`config.mk`:
```
export PLATFORM = sky130hd
export DESIGN_NAME = dmem_arbiter
export DESIGN_NICKNAME = d
export VERILOG_FILES = /design/src/rtl/dmem_arbiter.sv
export SDC_FILE = /design/constraint.sdc
export NUM_CORES = 1
export LEC_CHECK = 0
export CAP_MARGIN = 30
export CORE_MARGIN = 5
export CORE_UTILIZATION = 34
export DETAILED_ROUTE_END_ITERATION = 12
export PLACE_DENSITY = 0.86
export SETUP_SLACK_MARGIN = 0.4
export SLEW_MARGIN = 20
export SYNTH_ARGS = -nofsm -noshare
export SYNTH_HDL_FRONTEND = slang
export SYNTH_SLANG_ARGS = --single-unit
```
`constraint.sdc`:
```
create_clock -name clk -period 3.22 [get_ports clk]
set_clock_uncertainty 0.2 [all_clocks]
set_input_delay 0.644 -clock clk [delete_from_list [all_inputs] [get_ports clk]]
set_output_delay 0.644 -clock clk [all_outputs]
set_load 0.005 [all_outputs]
```
`src/rtl/dmem_arbiter.sv`:
```
`timescale 1ns/1ps
// dmem_arbiter
//
// Shares one single-port data memory (asynchronous read, synchronous write)
// between the pipeline MEM stage (port A) and a secondary master such as a
// loader or debug port (port B). At most one access is granted per cycle.
// Reads return through a registered one-cycle response per port.
//
// Optional feature macro: DMARB_STARVE_GUARD_EN
//   When defined, a saturating starvation counter forces a grant to port B
//   after STARVE_LIMIT contended cycles in which B lost. When undefined, port A
//   has pure fixed priority and no counter is built.
//
// Ports:
//   clk, rst                 rising-edge clock, async active-high reset
//   a_req/a_we/a_addr/a_wdata  port A request, write enable, address, data
//   a_gnt, a_stall           port A grant (comb) and pipeline stall (comb)
//   a_rvalid, a_rdata        port A registered read response
//   b_*                      same set for port B (no stall output)
//   mem_we/mem_addr/mem_wdata  memory write strobe, address, write data
//   mem_rdata                memory asynchronous read data
//
// Handshake: a requester raises req with we/addr/wdata and holds all of them
// stable until it sees gnt high in the same cycle. The access is consumed at
// the rising edge ending a cycle with req & gnt; a cycle with req high and gnt
// low consumes nothing. A granted read answers with rvalid high for exactly
// the following cycle; rdata holds its last value whenever rvalid is low.
module dmem_arbiter #(
  parameter int ADDR_W       = 8,
  parameter int DATA_W       = 32,
  parameter int STARVE_LIMIT = 4
) (
  input  logic              clk,
  input  logic              rst,
  input  logic              a_req,
  input  logic              a_we,
  input  logic [ADDR_W-1:0] a_addr,
  input  logic [DATA_W-1:0] a_wdata,
  output logic              a_gnt,
  output logic              a_stall,
  output logic              a_rvalid,
  output logic [DATA_W-1:0] a_rdata,
  input  logic              b_req,
  input  logic              b_we,
  input  logic [ADDR_W-1:0] b_addr,
  input  logic [DATA_W-1:0] b_wdata,
  output logic              b_gnt,
  output logic              b_rvalid,
  output logic [DATA_W-1:0] b_rdata,
  output logic              mem_we,
  output logic [ADDR_W-1:0] mem_addr,
  output logic [DATA_W-1:0] mem_wdata,
  input  logic [DATA_W-1:0] mem_rdata
);

  // High when port B must win a contended cycle.
  logic force_b;

`ifdef DMARB_STARVE_GUARD_EN
  localparam int CNT_W = $clog2(STARVE_LIMIT + 1);
  localparam logic [CNT_W-1:0] LIMIT_C = CNT_W'(STARVE_LIMIT);

  logic [CNT_W-1:0] starve_cnt;

  // Counts cycles where B waited; saturates at the limit and clears on any
  // B grant, so the forced grant itself resets the count.
  always_ff @(posedge clk or posedge rst) begin
    if (rst) begin
      starve_cnt <= '0;
    end else if (b_gnt) begin
      starve_cnt <= '0;
    end else if (b_req && (starve_cnt != LIMIT_C)) begin
      starve_cnt <= starve_cnt + CNT_W'(1);
    end
  end

  assign force_b = (starve_cnt == LIMIT_C);
`else
  localparam int unused_starve_limit = STARVE_LIMIT;
  assign force_b = 1'b0;
`endif

  // Grant: a lone requester wins; on contention A wins unless B is forced.
  // Reset blocks all grants so nothing is written or read while rst is high.
  always_comb begin
    a_gnt = 1'b0;
    b_gnt = 1'b0;
    if (!rst) begin
      if (a_req && !(b_req && force_b)) begin
        a_gnt = 1'b1;
      end else if (b_req) begin
        b_gnt = 1'b1;
      end
    end
  end

  assign a_stall = a_req & ~a_gnt;

  // Memory side follows the granted port, defaulting to A when idle.
  assign mem_addr  = b_gnt ? b_addr  : a_addr;
  assign mem_wdata = b_gnt ? b_wdata : a_wdata;
  assign mem_we    = (a_gnt & a_we) | (b_gnt & b_we);

  // Read responses: memory read data is sampled at the edge ending the grant
  // cycle. A write granted in the previous cycle has already landed, so
  // back-to-back write/read to one address sees the new data.
  always_ff @(posedge clk or posedge rst) begin
    if (rst) begin
      a_rvalid <= 1'b0;
      a_rdata  <= '0;
      b_rvalid <= 1'b0;
      b_rdata  <= '0;
    end else begin
      a_rvalid <= a_gnt & ~a_we;
      b_rvalid <= b_gnt & ~b_we;
      if (a_gnt && !a_we) begin
        a_rdata <= mem_rdata;
      end
      if (b_gnt && !b_we) begin
        b_rdata <= mem_rdata;
      end
    end
  end

endmodule

```
Yosys cells after proc, flatten, opt, wreduce, memory -nomap -nowiden
Cells that the tools add are included.
{"block": "totals", "register_bits": 66, "input_bits": 118, "elab_cells": 24}
{"block": "classes", "muxes": 7, "bitwise_logic": 9, "n_reduce_logical": 4}
{"op": "$mux W32", "n": 1}
{"op": "$mux W8", "n": 1}
{"op": "$and A1 B1 Y1", "n": 5}
{"op": "$mux W1", "n": 5}
{"op": "$not A1 Y1", "n": 3}
{"op": "$logic_and A1 B1 Y1", "n": 2}
{"op": "$logic_not A1 Y1", "n": 2}
{"op": "$or A1 B1 Y1", "n": 1}

Depth between registers and ports, before layout
{"block": "depth", "ltp_word": 5, "mapped_depth": 4, "ltp_nobuf": 2}

Worst setup path after synthesis
Ideal clock, no wire load.
{"block": "synth_path", "path_kind": "input port to output port", "startpoint": "in rst", "endpoint": "out mem_wdata[18]", "arrival_ns": 1.610, "required_ns": 2.376, "path_slack_ns": 0.766, "stages": 4, "cell_sequence": "buf_6 > nor3b_2 > buf_2 > mux2_2"}
{"block": "synth_between", "elab_chain_len": 2}
{"element": "start, declared", "line": "34", "text": "input logic rst,"}
{"element": "$mux W1", "line": "88", "text": "if (!rst) begin"}
{"element": "net b_gnt", "line": "47", "text": "output logic b_gnt,"}
{"element": "$mux W32", "line": "101", "text": "assign mem_wdata = b_gnt ? b_wdata : a_wdata;"}
{"element": "end, declared", "line": "52", "text": "output logic [DATA_W-1:0] mem_wdata,"}
The timed path passes the listed nets, and every way through them passes these cells.

Final worst setup path
{"block": "layout_path", "startpoint": "in a_req", "endpoint": "out mem_wdata[14]"}
{"block": "layout_between", "elab_chain_len": 3}
{"element": "start, declared", "line": "35", "text": "input logic a_req,"}
{"element": "$mux W1", "line": "89", "text": "if (a_req && !(b_req && force_b)) begin"}
{"element": "$mux W1", "line": "88"}
{"element": "$mux W32", "line": "101"}
Every way passes these cells.

==> flow_summary_export.csv <==
group,metric,value,unit
worst_setup_path,crit_family,"buffers and inverters",
clock_tree,cts_hold_buffers,0,
floorplan,core,8680,um^2
global_route,antenna_found_initial,0,
logic_synthesis,yosys.area.top_type_share,0.550,
worst_setup_path,path_max_fanout,5,
sta,timing.fmax,0.351,GHz
floorplan,start_util,0.346,
global_route,overflow,0,
power,p_per_area,462,nW/um^2
worst_setup_path,crit_chain,"buf_4 > nor3b_4 > buf_4 > buf_6 > buf_12 > buf_16 > mux2_2 > clkdlybuf4s15_1",
routing,detail_route.iter0.violations,65,
floorplan,dieArea,10800,um^2
worst_setup_path,cp_common_cell,"buf_4",
routing,wl_per_cell,22.5,um
clock_tree,htreeDepth,3,
clock_tree,cts_made_buffers,9,
clock_tree,cts_root_buf,"clkbuf_8",
power,fin_total_pwr,2.67,mW
clock_tree,clk_pin_slew,70,ps
worst_setup_path,startpoint_type,"primary input",
global_route,grt_first_pass_wirelength,18500,um
final_layout,nets,556,
final_layout,area_growth,92.2,%
final_layout,multiInputGateArea,1290,um^2
logic_synthesis,ys_types,15,
global_route,grt_pass1_vias,2938,
routing,vias,2636,
sta,worstMarginPinSlew,340,ps
clock_tree,worstSkewPairLatency,330,ps
worst_setup_path,slowest_delay,340,ps
logic_synthesis,netlist_area,3010,um^2
logic_synthesis,syn_nets,308,
flow_run,maxCapViolCount,0,
global_route,grt_util_all_layers,0.221,
sta,min_period,2850,ps
routing,drc,0,
worst_setup_path,slowest_stage,"mux2_2",
floorplan,die_w,104,um
final_layout,design_area,5780,um^2
logic_synthesis,yosys.area.top_type,"dfrtp_1",
routing,routed_wl,12400,um
clock_tree,cts_tree,"yes",
logic_synthesis,netlist_instances,190,
power,cellLeakagePower,2.43,nW
final_layout,antenna_cells,0,
worst_setup_path,ff2ff_path_depth,1,
worst_setup_path,endpoint_kind,"output port",
logic_synthesis,yosysSeqAreaShare,0.550,
logic_synthesis,synth.avg_cell_area,15.8,um^2
worst_setup_path,path_class,"in2out",
floorplan,rows,34,
sta,drv_slew,0,
placement,placed_cell_area,5430,um^2
floorplan,chipHeight,104,um
worst_setup_path,reg2reg_slack,2250,ps
floorplan,io_pins,228,
clock_tree,clock-sinks,66,
status,status,"completed",
sta,finalSetupViolations,0,
worst_setup_path,timing.rr.end,"b_rdata[5]",
logic_synthesis,ys_seq_elements,66,
min_path,min_to,"a_rdata[25]",
clock_tree,cts_buffer_depth,2,
routing,drt-pass1-iter-count,4,
logic_synthesis,yosysWarnings,0,
sta,hold_violations,0,
min_path,hold_start,"a_rdata[25]",
worst_setup_path,cp_data_required_time,2380,ps
worst_setup_path,crit_buf_inv,6,
placement,gp_congestion,0.890,
min_path,hold_depth,1,
sta,grt_setup_unrepaired,"true",
worst_setup_path,r2r-start,"b_rdata[5]",
final_layout,drive_gt1_frac,0.391,
logic_synthesis,synth.top_cells.by_area,"dfrtp_1 55%, mux2_2 38%, buf_6 2.2%",
routing,via_per_inst,4.78,
sta,fin_crit_sh,0.884,
final_layout,n_fill_cell,670,
final_layout,post-route-util,0.666,
placement,hpwl,9140,um
placement,portBuffers,227,
sta,max_slew_margin,0.774,
power,peakVddDrop,0.000415,V
global_route,grt_max_degree,67,
routing,ant_nets,0,
min_path,hold_path_class,"reg2reg",
worst_setup_path,worstPathArrival,2000,ps
final_layout,register_area,1650,um^2
[routing by layer]
metal / vias to the layer above / wire, um / GRT usage
li1: 1185 / - / -
met1: 1294 / 4590 / 0.242
met2: 137 / 6540 / 0.401
met3: 20 / 886 / 0.0708
met4: 0 / 354 / 0.0749
met5: - / 0 / 0
[report_power, final]
| part | internal (mW) | leakage (nW) | switching (mW) |
|---|---|---|---|
| Combinational | 0.623 | 1.54 | 0.260 |
| Clock | 0.404 | 0.100 | 0.302 |
| Sequential | 0.995 | 0.790 | 0.0853 |
[sequential cells by signal, summed over array words and instances, names as in the netlist]
register and count:
a_rdata 32, b_rdata 32, a_rvalid 1, b_rvalid 1
[synth_stat cells, drive strengths merged]
master  instances
nand3b          1
nor2b           1
a21oi           1
nor4b           1
buf            11
inv             1
dfrtp          66
nor3b           2
mux2          104
nand2           1
and2            1
[cell families (layout without fill, tap and decap cells)]
logic type / Yosys count / count (layout) / synth area share
muxes: 104 / 104 / 0.390
buffers and inverters: 12 / 265 / 0.0329
and+or+nand+nor: 7 / 7 / 0.0262
AOI/OAI and AO/OA: 1 / 1 / 0.00166
DFF: 66 / 66 / 0.550
[placed cells by master, fill, tap and decap left out]
cell type	netlist	layout
mux2_4	0	7
mux2_2	102	95
clkdlybuf4s15_2	0	1
inv_6	0	1
nand3b_1	1	1
buf_6	6	7
nor4b_4	1	1
inv_2	0	1
clkdlybuf4s50_1	0	181
buf_12	0	5
clkbuf_8	0	11
mux2_1	2	2
dlygate4sd2_1	0	4
nand2_1	1	1
clkinvlp_4	0	1
a21oi_1	1	1
nor2b_1	1	1
dfrtp_1	66	66
buf_2	4	25
buf_4	1	7
buf_16	0	6
and2_1	1	1
dlymetal6s2s_1	0	1
nor3b_4	1	2
bufinv_16	0	1
clkbuf_2	0	2
clkbuf_1	0	2
clkdlybuf4s15_1	0	9
[worst max path at each step]
| stage | startpoint | endpoint | depth (start not counted) |
|---|---|---|---|
| 3_3_place_gp | a_req | mem_wdata[8] | 5 |
| 5_1_grt | a_req | mem_wdata[14] | 8 |
| 6_report | a_req | mem_wdata[14] | 8 |
| 4_1_cts | a_req | mem_addr[7] | 8 |
| 3_5_place_dp | a_req | mem_wdata[8] | 5 |
| 2_1_floorplan | rst | a_rdata[0] | 2 |
[final cells by class]
class                           count  area share
Timing Repair Buffer              248       0.432
Multi-Input combinational cell    112       0.223
Inverter                            1    0.000650
Clock inverter                      3     0.00802
Sequential cell                    66       0.286
Clock buffer                       13      0.0275
Tap cell                          108      0.0234
[what timing repair did]
| action | 4_1_cts | 5_1_grt |
|---|---|---|
| setup endpoints to repair | 44 | 12 |
| resized for setup | 158 | 12 |
| cloned | 6 | 0 |
| buffers inserted | 7 | 1 |
| pin swaps | 1 | 0 |
[stage by stage]
stage	std cells	hold WS [ps]	setup slack, ps	TNS (ps)
finish	551	292	373	0
detailed placement	521	279	-233	-7640
CTS	550	296	401	0
global route	551	312	339	0
global placement	521	271	-242	-8350
floorplan	190	283	586	0
Note: power is estimated with default switching activity, not from simulation.
